## config.mk

```make
export PLATFORM = sky130hd
export DESIGN_NAME = pool_wb_sched
export DESIGN_NICKNAME = d
export VERILOG_FILES = /design/src/rtl/pool_wb_sched.sv
export SDC_FILE = /design/constraint.sdc
export NUM_CORES = 1
export LEC_CHECK = 0
export ABC_AREA = 1
export CELL_PAD_IN_SITES_DETAIL_PLACEMENT = 2
export CELL_PAD_IN_SITES_GLOBAL_PLACEMENT = 2
export CORE_ASPECT_RATIO = 1.4
export CORE_UTILIZATION = 36
export CTS_BUF_LIST = sky130_fd_sc_hd__clkbuf_16
export CTS_CLUSTER_DIAMETER = 50
export DETAILED_ROUTE_END_ITERATION = 10
export GPL_TIMING_DRIVEN = 0
export PLACE_DENSITY_LB_ADDON = 0.12
export SYNTH_ARGS = -nofsm -noshare
export SYNTH_HDL_FRONTEND = slang
export SYNTH_SLANG_ARGS = --single-unit
```

## constraint.sdc

```tcl
create_clock -name clk -period 5.6 [get_ports clk]
set_clock_uncertainty 0.2 [all_clocks]
set_input_delay 0.84 -clock clk [delete_from_list [all_inputs] [get_ports clk]]
set_output_delay 0.84 -clock clk [all_outputs]
set_load 0.01 [all_outputs]
```

## src/rtl/pool_wb_sched.sv

```systemverilog
// Write-back scheduler: captures six pooled channel values per strobe into a
// two-bank ping-pong buffer and drains them as channel-major memory writes.
module pool_wb_sched #(
  parameter int N           = 7,
  parameter int im          = 28,
  parameter int pool_stride = 3,
  parameter int ADDR_W      = 10
) (
  input  logic              clk,
  input  logic              reset,
  input  logic              start,
  input  logic [2*N+1:0]    in1,
  input  logic [2*N+1:0]    in2,
  input  logic [2*N+1:0]    in3,
  input  logic [2*N+1:0]    in4,
  input  logic [2*N+1:0]    in5,
  input  logic [2*N+1:0]    in6,
  input  logic              in_valid,
  input  logic              pool_finish,
  output logic              wr_en,
  output logic [ADDR_W-1:0] wr_addr,
  output logic [2*N+1:0]    wr_data,
  output logic              busy,
  output logic              done,
  output logic              err
);

  localparam int DW = 2*N + 2;
  localparam int P  = im / pool_stride;
  localparam int PP = P * P;
  localparam int CW = $clog2(PP + 1);

  typedef enum logic [1:0] {IDLE, RUN, FLUSH, DONE} state_t;

  state_t            state_reg, state_next;
  logic [1:0]        full_reg, full_next;
  logic              wbank_reg, rbank_reg;
  logic [2:0]        ch_reg;
  logic [CW-1:0]     pix_cnt_reg;
  logic [CW-1:0]     tag_reg [2];
  logic [DW-1:0]     val_reg [2][6];
  logic [DW-1:0]     in_arr  [6];
  logic [ADDR_W-1:0] addr_calc;
  logic              start_acc, drain, last_ch, can_cap, cap_req, capture, drop;
  logic              busy_next, done_next;

  assign in_arr[0] = in1;
  assign in_arr[1] = in2;
  assign in_arr[2] = in3;
  assign in_arr[3] = in4;
  assign in_arr[4] = in5;
  assign in_arr[5] = in6;

  assign addr_calc = ADDR_W'(ch_reg) * ADDR_W'(PP) + ADDR_W'(tag_reg[rbank_reg]);

  always_comb begin
    start_acc = (state_reg == IDLE) && start;
    drain     = full_reg[rbank_reg];
    last_ch   = drain && (ch_reg == 3'd5);
    // A full write bank may be reused in the very cycle its last word leaves.
    can_cap   = !full_reg[wbank_reg] || (last_ch && (wbank_reg == rbank_reg));
    cap_req   = (state_reg == RUN) && in_valid;
    capture   = cap_req && can_cap && (pix_cnt_reg != CW'(PP));
    drop      = cap_req && !capture;
    full_next = full_reg;
    if (last_ch) full_next[rbank_reg] = 1'b0;
    if (capture) full_next[wbank_reg] = 1'b1;
    if (start_acc) full_next = 2'b00;
  end

  // State register (busy/done registered alongside it)
  always_ff @(posedge clk or negedge reset) begin
    if (!reset) begin
      state_reg <= IDLE;
      busy      <= 1'b0;
      done      <= 1'b0;
    end else begin
      state_reg <= state_next;
      busy      <= busy_next;
      done      <= done_next;
    end
  end

  always_comb begin
    state_next = state_reg;
    case (state_reg)
      IDLE:    if (start) state_next = RUN;
      RUN:     if (pool_finish) state_next = FLUSH;
      FLUSH:   if (full_reg == 2'b00) state_next = DONE;
      DONE:    state_next = IDLE;
      default: state_next = IDLE;
    endcase
  end

  always_comb begin
    busy_next = (state_next == RUN) || (state_next == FLUSH);
    done_next = (state_next == DONE);
  end

  always_ff @(posedge clk or negedge reset) begin
    if (!reset) begin
      full_reg    <= 2'b00;
      wbank_reg   <= 1'b0;
      rbank_reg   <= 1'b0;
      ch_reg      <= 3'd0;
      pix_cnt_reg <= '0;
      err         <= 1'b0;
      wr_en       <= 1'b0;
      wr_addr     <= '0;
      wr_data     <= '0;
    end else begin
      full_reg <= full_next;
      wr_en    <= drain;
      if (drain) begin
        wr_addr <= addr_calc;
        wr_data <= val_reg[rbank_reg][ch_reg];
      end
      if (start_acc) begin
        wbank_reg   <= 1'b0;
        rbank_reg   <= 1'b0;
        ch_reg      <= 3'd0;
        pix_cnt_reg <= '0;
        err         <= 1'b0;
      end else begin
        if (last_ch) begin
          ch_reg    <= 3'd0;
          rbank_reg <= ~rbank_reg;
        end else if (drain) begin
          ch_reg <= ch_reg + 3'd1;
        end
        if (capture) begin
          wbank_reg   <= ~wbank_reg;
          pix_cnt_reg <= pix_cnt_reg + 1'b1;
        end
        if (drop) err <= 1'b1;
      end
    end
  end

  // Bank payload needs no reset: the full flags gate every read of it.
  always_ff @(posedge clk) begin
    if (capture) begin
      tag_reg[wbank_reg] <= pix_cnt_reg;
      for (int c = 0; c < 6; c++) val_reg[wbank_reg][c] <= in_arr[c];
    end
  end

endmodule
```

# == Yosys cells after proc, flatten, opt, wreduce, memory -nomap -nowiden ==
# Memory sizes are Yosys's and may differ from the RTL's.
# Cells that the tools add are included.
# totals
mem_count,2
mem_bits_rw,206
word_cells,88
input_bits,101
out_inout_bits,30
reg_bits,46
# memory_table
memory,depth,word_bits,rd,rd_clocked_by_memory_dff,write_ports,line,source
val_reg,2,96,1,0,1,41,logic [DW-1:0] val_reg [2][6];
tag_reg,2,7,1,0,1,40,logic [CW-1:0] tag_reg [2];
# op_classes
n_lt_le_gt_ge,5
n_addsub,3
mul,1
mux,31
n_eq_ne,9
n_bitwise,6
n_reduce_logical,19
# ops
op,n
binary-select mux 16 bit (select 3 bit),1
2-to-1 mux 16 bit,2
2-to-1 mux 1 bit,14
2-to-1 mux 7 bit,2
2-to-1 mux 2 bit,6
adder 10 x 7 -> 10 bit,1
multiplier 3 x 7 -> 10 bit (second input constant),1
logical AND 1 bit,9
2-to-1 mux 3 bit,3
equality test 2 bit (second input constant),4
case mux 2 bit (4 select lines),1
adder 7 x 1 -> 7 bit (second input constant),1
inequality test 7 bit (second input constant),1
nonzero test 2 bit,3
equality test 2 x 1 -> 1 bit (second input constant),2
greater-or-equal comparator 4 bit (second input constant),1
logical NOT 2 bit,2
less-than comparator 1 x 2 -> 1 bit (second input constant),2
NOT 3 -> 4 bit,1
adder 3 x 1 -> 3 bit (second input constant),1
equality test 3 bit (second input constant),1
nonzero test 3 bit,1
bitwise AND 2 bit,1
demux 1 bit (select 1 bit),2
7 further kinds,11

# == Depth between registers and ports, before layout ==
# Gate-level depths: netlist of run 1.
# depth
word_depth,11
ltp_mapped,15
ltp_nobuf,12

# == Least setup slack after synthesis of run 1 ==
# Ideal clock, no wire load.
# synth_timing
path_kind,flip-flop to flip-flop
start,reg ch_reg[1]
end,"mem tag_reg[0][0] (netlist bit), enable pin"
required_ns,4.944
setup_time_ns,0.456
period_less_slack_ns,4.131
path_buffers,2
arrival_ns,3.474
stages_incl_launch_ff,11
path_slack_ns,1.469
path_cell_list,dfrtp_1 buf_4 clkinv_1 buf_2 ha_1 nand2_1 inv_1 nand3_2 nand2_2 nand3_1 inv_1
# synth_via
elab_chain_len,8
# synth_rtl
element,line,source
"start, declared",38,logic [2:0] ch_reg;
"start signal, assigned",129,ch_reg <= ch_reg + 3'd1;
equality test 3 bit,59,last_ch = drain && (ch_reg == 3'd5);
logical AND 1 bit,59,
logical AND 1 bit,61,can_cap = !full_reg[wbank_reg] || (last_ch && (wbank_reg == rbank_reg));
logical OR 1 bit,61,
logical AND 1 bit (2 in series),63,capture = cap_req && can_cap && (pix_cnt_reg != CW'(PP));
2-to-1 mux 1 bit,142,if (capture) begin
2-to-1 mux 1 bit (implied by the code),143,tag_reg[wbank_reg] <= pix_cnt_reg;
"end, declared",40,
# Every way passes these cells.

# == Worst setup path after layout of run 1 ==
# layout_timing
start,reg ch_reg[1]
end,"mem val_reg[1][51] (netlist bit), enable pin"
# layout_via
elab_chain_len,8
# layout_rtl
element,line,source
equality test 3 bit,59,
logical AND 1 bit,59,
logical AND 1 bit,61,
logical OR 1 bit,61,
logical AND 1 bit (2 in series),63,
2-to-1 mux 1 bit,142,
2-to-1 mux 1 bit (implied by the code),144,for (int c = 0; c < 6; c++) val_reg[wbank_reg][c] <= in_arr[c];
"end, declared",41,
# Every way passes these cells.

==> results.yml, run 1 <==
die:
  die_h_um: 209.9
  ioPinCount: 131
  start_util: 0.3689
  core_area_um2: 30120
  rows: 75
  die_area_um2: 31590
  fp.dieW_um: 150.5
cells_and_area:
  finalNonFillerCells: 1660
  final_util: 0.4638
  drive_above_1_share: 0.08000
  nNetsFinal: 1373
  num_antenna_cells: 0
  fillers: 3145
  area_growth_syn_to_layout_pct: 25.73
  largest_reg_flops: 192
yosys:
  syn_nets: 1208
  ys_seq_elements: 252
  synth_cell_types: 36
  synth-simple-area-share: 0.1979
  synth_top_family_by_area: "simple AND/OR/NAND/NOR gates"
  ys_seq_area_frac: 0.6602
  synthMuxAreaShare: 0
  synth_area_um2: 11110
  yosys_warnings: 0
  synthCells: 1086
  synth_fa_ha_area_frac: 0.02432
  synth_compound_area_frac: 0.02646
  synth_xor_area_frac: 0.003941
  syn_area_per_cell_um2: 10.23
power_and_ir_drop:
  powerDensity_nw_per_um2: 474.8
  irDropWorstVdd_mv: 0.2993
  cellLeakagePower_nw: 6.095
timing:
  max_slew_margin: 0.5968
  timing.final.hold_violations: 0
  setup_viol: 0
  fin_crit_ns: 3.344
  fmax_mhz: 299.1
  worst_hold_slack_ns: 0.03912
  tightest_slew_ns: 0.6049
  fin_crit_sh: 0.5971
  drv_slew: 0
  rsz0062_at_grt: "no"
cts:
  cts_buffers: 30
  cts_tree: "done"
  clock-root-buffer: "clkbuf_16"
  path_clk_slew_ns: 0.06
  post_cts_buffers: 0
  cts_buffer_depth: 3
  hold_buffers: 0
  postCtsResizedCells: 0
  htree_num_levels: 1
  clock_sinks: 252
  insertion_delay_ns: 0.56
grt:
  grt_pass1_wl_mm: 50.00
  grtUsageTotal: 0.2123
  grt_max_degree: 69
  antenna_found_initial: 0
  grt_pass1_vias: 9006
  overflow: 0
worst_setup_path:
  cp_num_buf_inv: 6
  crit_slowest_cell: "dfrtp_1"
  critPathKind: "register to register"
  crit_fanout: 68
  end_kind: "register"
  path_cells: "buf_4 -> clkinv_1 -> buf_2 -> ha_1 -> nand2_1 -> inv_1 -> nand3_2 -> nand2_2 -> nand3_1 -> inv_6 -> buf_16"
  crit_required_ns: 5.61
  start_kind: "register"
  crit_family: "buffers and inverters"
  cp_data_arrival_time_ns: 3.36
  slowest_delay_ns: 0.49
placement:
  place_hpwl_mm: 23.16
  dp_cells: 1604
  gp_congestion: 0.7925
  port_buffers: 130
status:
  run_status: "finished clean"
drt:
  antenna_left: 0
  drc_errors: 0
  drt-wirelength-per-cell_um: 19.51
  num_vias: 8158
  first_pass_iters: 4
  post_drt_via_cell_ratio: 4.914
  finalWirelength_mm: 32.38
  drt_iter0_markers: 307
worst_hold_path:
  hold_class: "input pin to async pin"
job:
  maxCapViolCount: 0
## cell usage in the layout, fill, tap and decap left out, types with 2 or more instances in the layout
master,Yosys,final
clkinv_2,0,2
bufinv_16,0,3
buf_6,9,9
clkbuf_16,0,30
clkbuf_1,8,8
buf_16,0,2
xor2_1,3,3
nand2_1,330,330
buf_2,26,27
inv_1,178,180
nand3b_1,2,2
clkinv_1,1,5
clkinv_4,0,5
buf_1,2,2
a21oi_1,41,41
inv_6,1,5
dfrtp_1,46,46
clkinvlp_4,0,5
edfxtp_1,206,206
o21ai_0,9,9
nor2_1,30,30
clkdlybuf4s50_1,0,129
inv_2,3,3
xnor2_1,2,2
nand3_1,150,150
nand2_2,3,3
ha_1,20,20
## cell type report
type / instances / area [um^2] / share of cell area
clock buffer: 30 / 750.7 / 0.05373
timing repair buffer: 133 / 1371 / 0.09815
clock inverter: 26 / 245.2 / 0.01755
inverter: 183 / 701.9 / 0.05024
buffer: 46 / 276.5 / 0.01979
multi-input combinational: 605 / 2808 / 0.2009
tap: 385 / 481.7 / 0.03448
sequential: 252 / 7337 / 0.5251
## per-stage QoR
step	instance area [um^2]	TNS [ns]	worst slack (ns)	total power, W
CTS	13970	0	2.204	0.006743
global placement	12900	-72.71	-0.3756	0.004680
finish	13970	0	2.256	0.006633
floorplan	11110	0	1.469	0.003770
global route	13970	0	1.993	0.006994
detailed placement	12980	0	2.201	0.004754
## synth_stat cells, drive strengths merged
master  instances  area [um^2]
nand2         334         1269
o311ai          1        8.760
clkinv          1        3.750
nor2           32        130.1
or2             1        6.260
buf            38        246.5
inv           182        688.2
ha             20        250.2
clkbuf          8        30.03
a22oi           1        7.510
a21oi          41        205.2
nand3         151        760.7
o21ai          11        58.80
edfxtp        206         6186
o31ai           1        7.510
dfrtp          46         1151
o22ai           1        6.260
nor3            1        5.000
xnor2           2        17.52
nand3b          2        15.01
fa              1        20.02
nand4           1        6.260
xor2            3        26.28
nor3b           1        7.510
## path summary, 6_finish.rpt
kind / startpoint / endpoint / cells past startpoint / slack, ns
max: ch_reg[1] / val_reg[1][51] / 11 / 2.26
min: reset / wr_addr[8] / 1 / 0.04
max reg2reg: ch_reg[1] / val_reg[1][51] / 11 / 2.26
min reg2reg: wr_addr[2] / wr_addr[2] / 2 / 0.28
max in group asynchronous: reset / pix_cnt_reg[6] / 2 / 4.61
min in group clk: wr_addr[2] / wr_addr[2] / 2 / 0.28
## logic make-up after synthesis
kind of cell,count (synthesis)
compound gates,56
fa+ha+maj,21
simple gates,523
flops,252
xor+xnor,5
buf+inv,229
## routing by layer
layer	vias to the layer above	GRT usage	share of wire	wire length [um]
met5	-	0	0	0
met4	0	0.06479	0.027	881
met2	151	0.4012	0.55	17830
met1	4109	0.2452	0.39	12740
li1	3849	-	-	-
met3	49	0.02457	0.029	928
## power by group
part / switching [W] / internal, W
clock: 0.000820 / 0.00113
combinational: 0.00134 / 0.000750
sequential: 0.000196 / 0.00240
Note: power is estimated with default switching activity, not from simulation.
==> run 2: changes to the inputs <==
==> constraint.sdc (replaced) <==
create_clock -name clk -period 3.4 [get_ports clk]
set_clock_uncertainty 0.2 [all_clocks]
set_input_delay 0.51 -clock clk [delete_from_list [all_inputs] [get_ports clk]]
set_output_delay 0.51 -clock clk [all_outputs]
set_load 0.01 [all_outputs]
==> results.yml, run 2 (synthesis gave the netlist of run 1 again) <==
grt:
  grtUsageTotal: 0.2202
  overflow: 0
  grt_pass1_vias: 9301
  grt_pass1_wl_mm: 51.77
  antenna_found_initial: 0
  grt_max_degree: 41
cts:
  insertion_delay_ns: 0.58
  postCtsResizedCells: 0
  clock-root-buffer: "clkbuf_16"
  cts_buffers: 31
  post_cts_buffers: 0
  clock_sinks: 252
  cts_tree: "done"
  path_clk_slew_ns: 0.06
  cts_buffer_depth: 3
  htree_num_levels: 1
die:
  die_h_um: 209.9
  rows: 75
  ioPinCount: 131
  start_util: 0.3689
  fp.dieW_um: 150.5
  die_area_um2: 31590
  core_area_um2: 30120
timing:
  max_slew_margin: 0.4330
  setup_viol: 0
  worst_hold_slack_ns: 0.2495
  tightest_slew_ns: 0.8459
  fin_crit_sh: 0.9436
  drv_slew: 0
  fmax_mhz: 311.7
  fin_crit_ns: 3.208
  rsz0062_at_grt: "no"
  timing.final.hold_violations: 0
worst_setup_path:
  start_kind: "register"
  crit_slowest_cell: "clkinvlp_2"
  r2r_cells: 10
  crit_required_ns: 3.27
  critPathKind: "register to register"
  cp_num_buf_inv: 5
  crit_family: "buffers and inverters"
  cp_data_arrival_time_ns: 3.07
  rrSetupSlack_ns: 0.19
  timing.rr.end: "val_reg[0][43]"
  crit_fanout: 15
  slowest_delay_ns: 0.73
  end_kind: "register"
  path_cells: "buf_6 -> clkinv_4 -> buf_6 -> ha_2 -> nand2_1 -> inv_1 -> nand3_2 -> nand2_2 -> nand3_2 -> clkinvlp_2"
  r2r-start: "ch_reg[1]"
power_and_ir_drop:
  powerDensity_nw_per_um2: 792.0
  irDropWorstVdd_mv: 0.5221
  cellLeakagePower_nw: 6.138
drt:
  first_pass_iters: 5
  drt_iter0_markers: 247
  finalWirelength_mm: 33.62
  drt-wirelength-per-cell_um: 20.17
  post_drt_via_cell_ratio: 4.908
  antenna_left: 0
  num_vias: 8182
  drc_errors: 0
cells_and_area:
  largest_reg_flops: 192
  final_util: 0.4685
  fin_area_um2: 14110
  nNetsFinal: 1379
  drive_above_1_share: 0.08814
  area_growth_syn_to_layout_pct: 26.99
  final_cell_mix: "nand2_1 (330), edfxtp_1 (206), inv_1 (178)"
  num_antenna_cells: 0
  finalNonFillerCells: 1667
  final_common_cell: "nand2_1"
placement:
  port_buffers: 130
  gp_congestion: 0.8039
  dp_cells: 1607
  place_hpwl_mm: 24.04
  dpl_cell_area_um2: 13050
job:
  maxCapViolCount: 0
status:
  run_status: "finished clean"
worst_hold_path:
  hold_class: "input pin to async pin"
[run 2: worst max-delay path by stage]
| stage | from | endpoint | cells after the start |
|---|---|---|---|
| floorplan | ch_reg[1] | tag_reg[0][0] | 10 |
| global placement | ch_reg[1] | val_reg[1][35] | 10 |
| detailed placement | ch_reg[1] | val_reg[0][51] | 11 |
| CTS | ch_reg[1] | val_reg[0][57] | 11 |
| global route | ch_reg[1] | val_reg[0][40] | 10 |
| finish | ch_reg[1] | val_reg[0][43] | 10 |
[run 2: per-stage QoR]
step,setup slack [ns],total power (W),TNS (ns)
after floorplan,0.005272,0.006215,0
after global placement,-1.535,0.007693,-313.50
after detailed placement,0.04150,0.007870,0
after CTS,0.006097,0.01133,0
after global routing,0.02129,0.01178,0
final,0.1919,0.01118,0
[run 2: metal layers]
layer | part of all wire | global-route usage | vias to the layer above
met4 | 0.034 | 0.08812 | 0
met5 | 0 | 0 | -
met1 | 0.39 | 0.2520 | 4083
li1 | - | - | 3858
met3 | 0.034 | 0.02783 | 64
met2 | 0.54 | 0.4073 | 177
[run 2: layout make-up]
| cell class | instances | area [um^2] |
|---|---|---|
| clock inverter | 27 | 275.3 |
| buffer | 46 | 286.5 |
| timing repair inverter | 1 | 5.005 |
| inverter | 183 | 704.4 |
| timing repair buffer | 137 | 1426 |
| fill | 3157 | 16010 |
| sequential | 252 | 7337 |
| multi-input combinational | 605 | 2820 |
| clock buffer | 31 | 775.7 |
| tap | 385 | 481.7 |
[run 2: repair_timing]
action	4_1_cts	5_1_grt
endpoints found under the setup margin	0	75
hold buffers	1	0
hold endpoints to repair	20	0
[run 2: report_power, final]
part,switching [W],internal [W]
clock network,0.00140,0.00199
logic,0.00224,0.00126
registers,0.000336,0.00396
[run 2: worst reg2reg max path: cells and delay by family, from the launching register on]
family,cells,cell delay (ns)
buffers and inverters,5,1.34
flip-flops,1,0.51
AND/OR/NAND/NOR,4,0.49
adder cells (fa/ha/maj),1,0.16
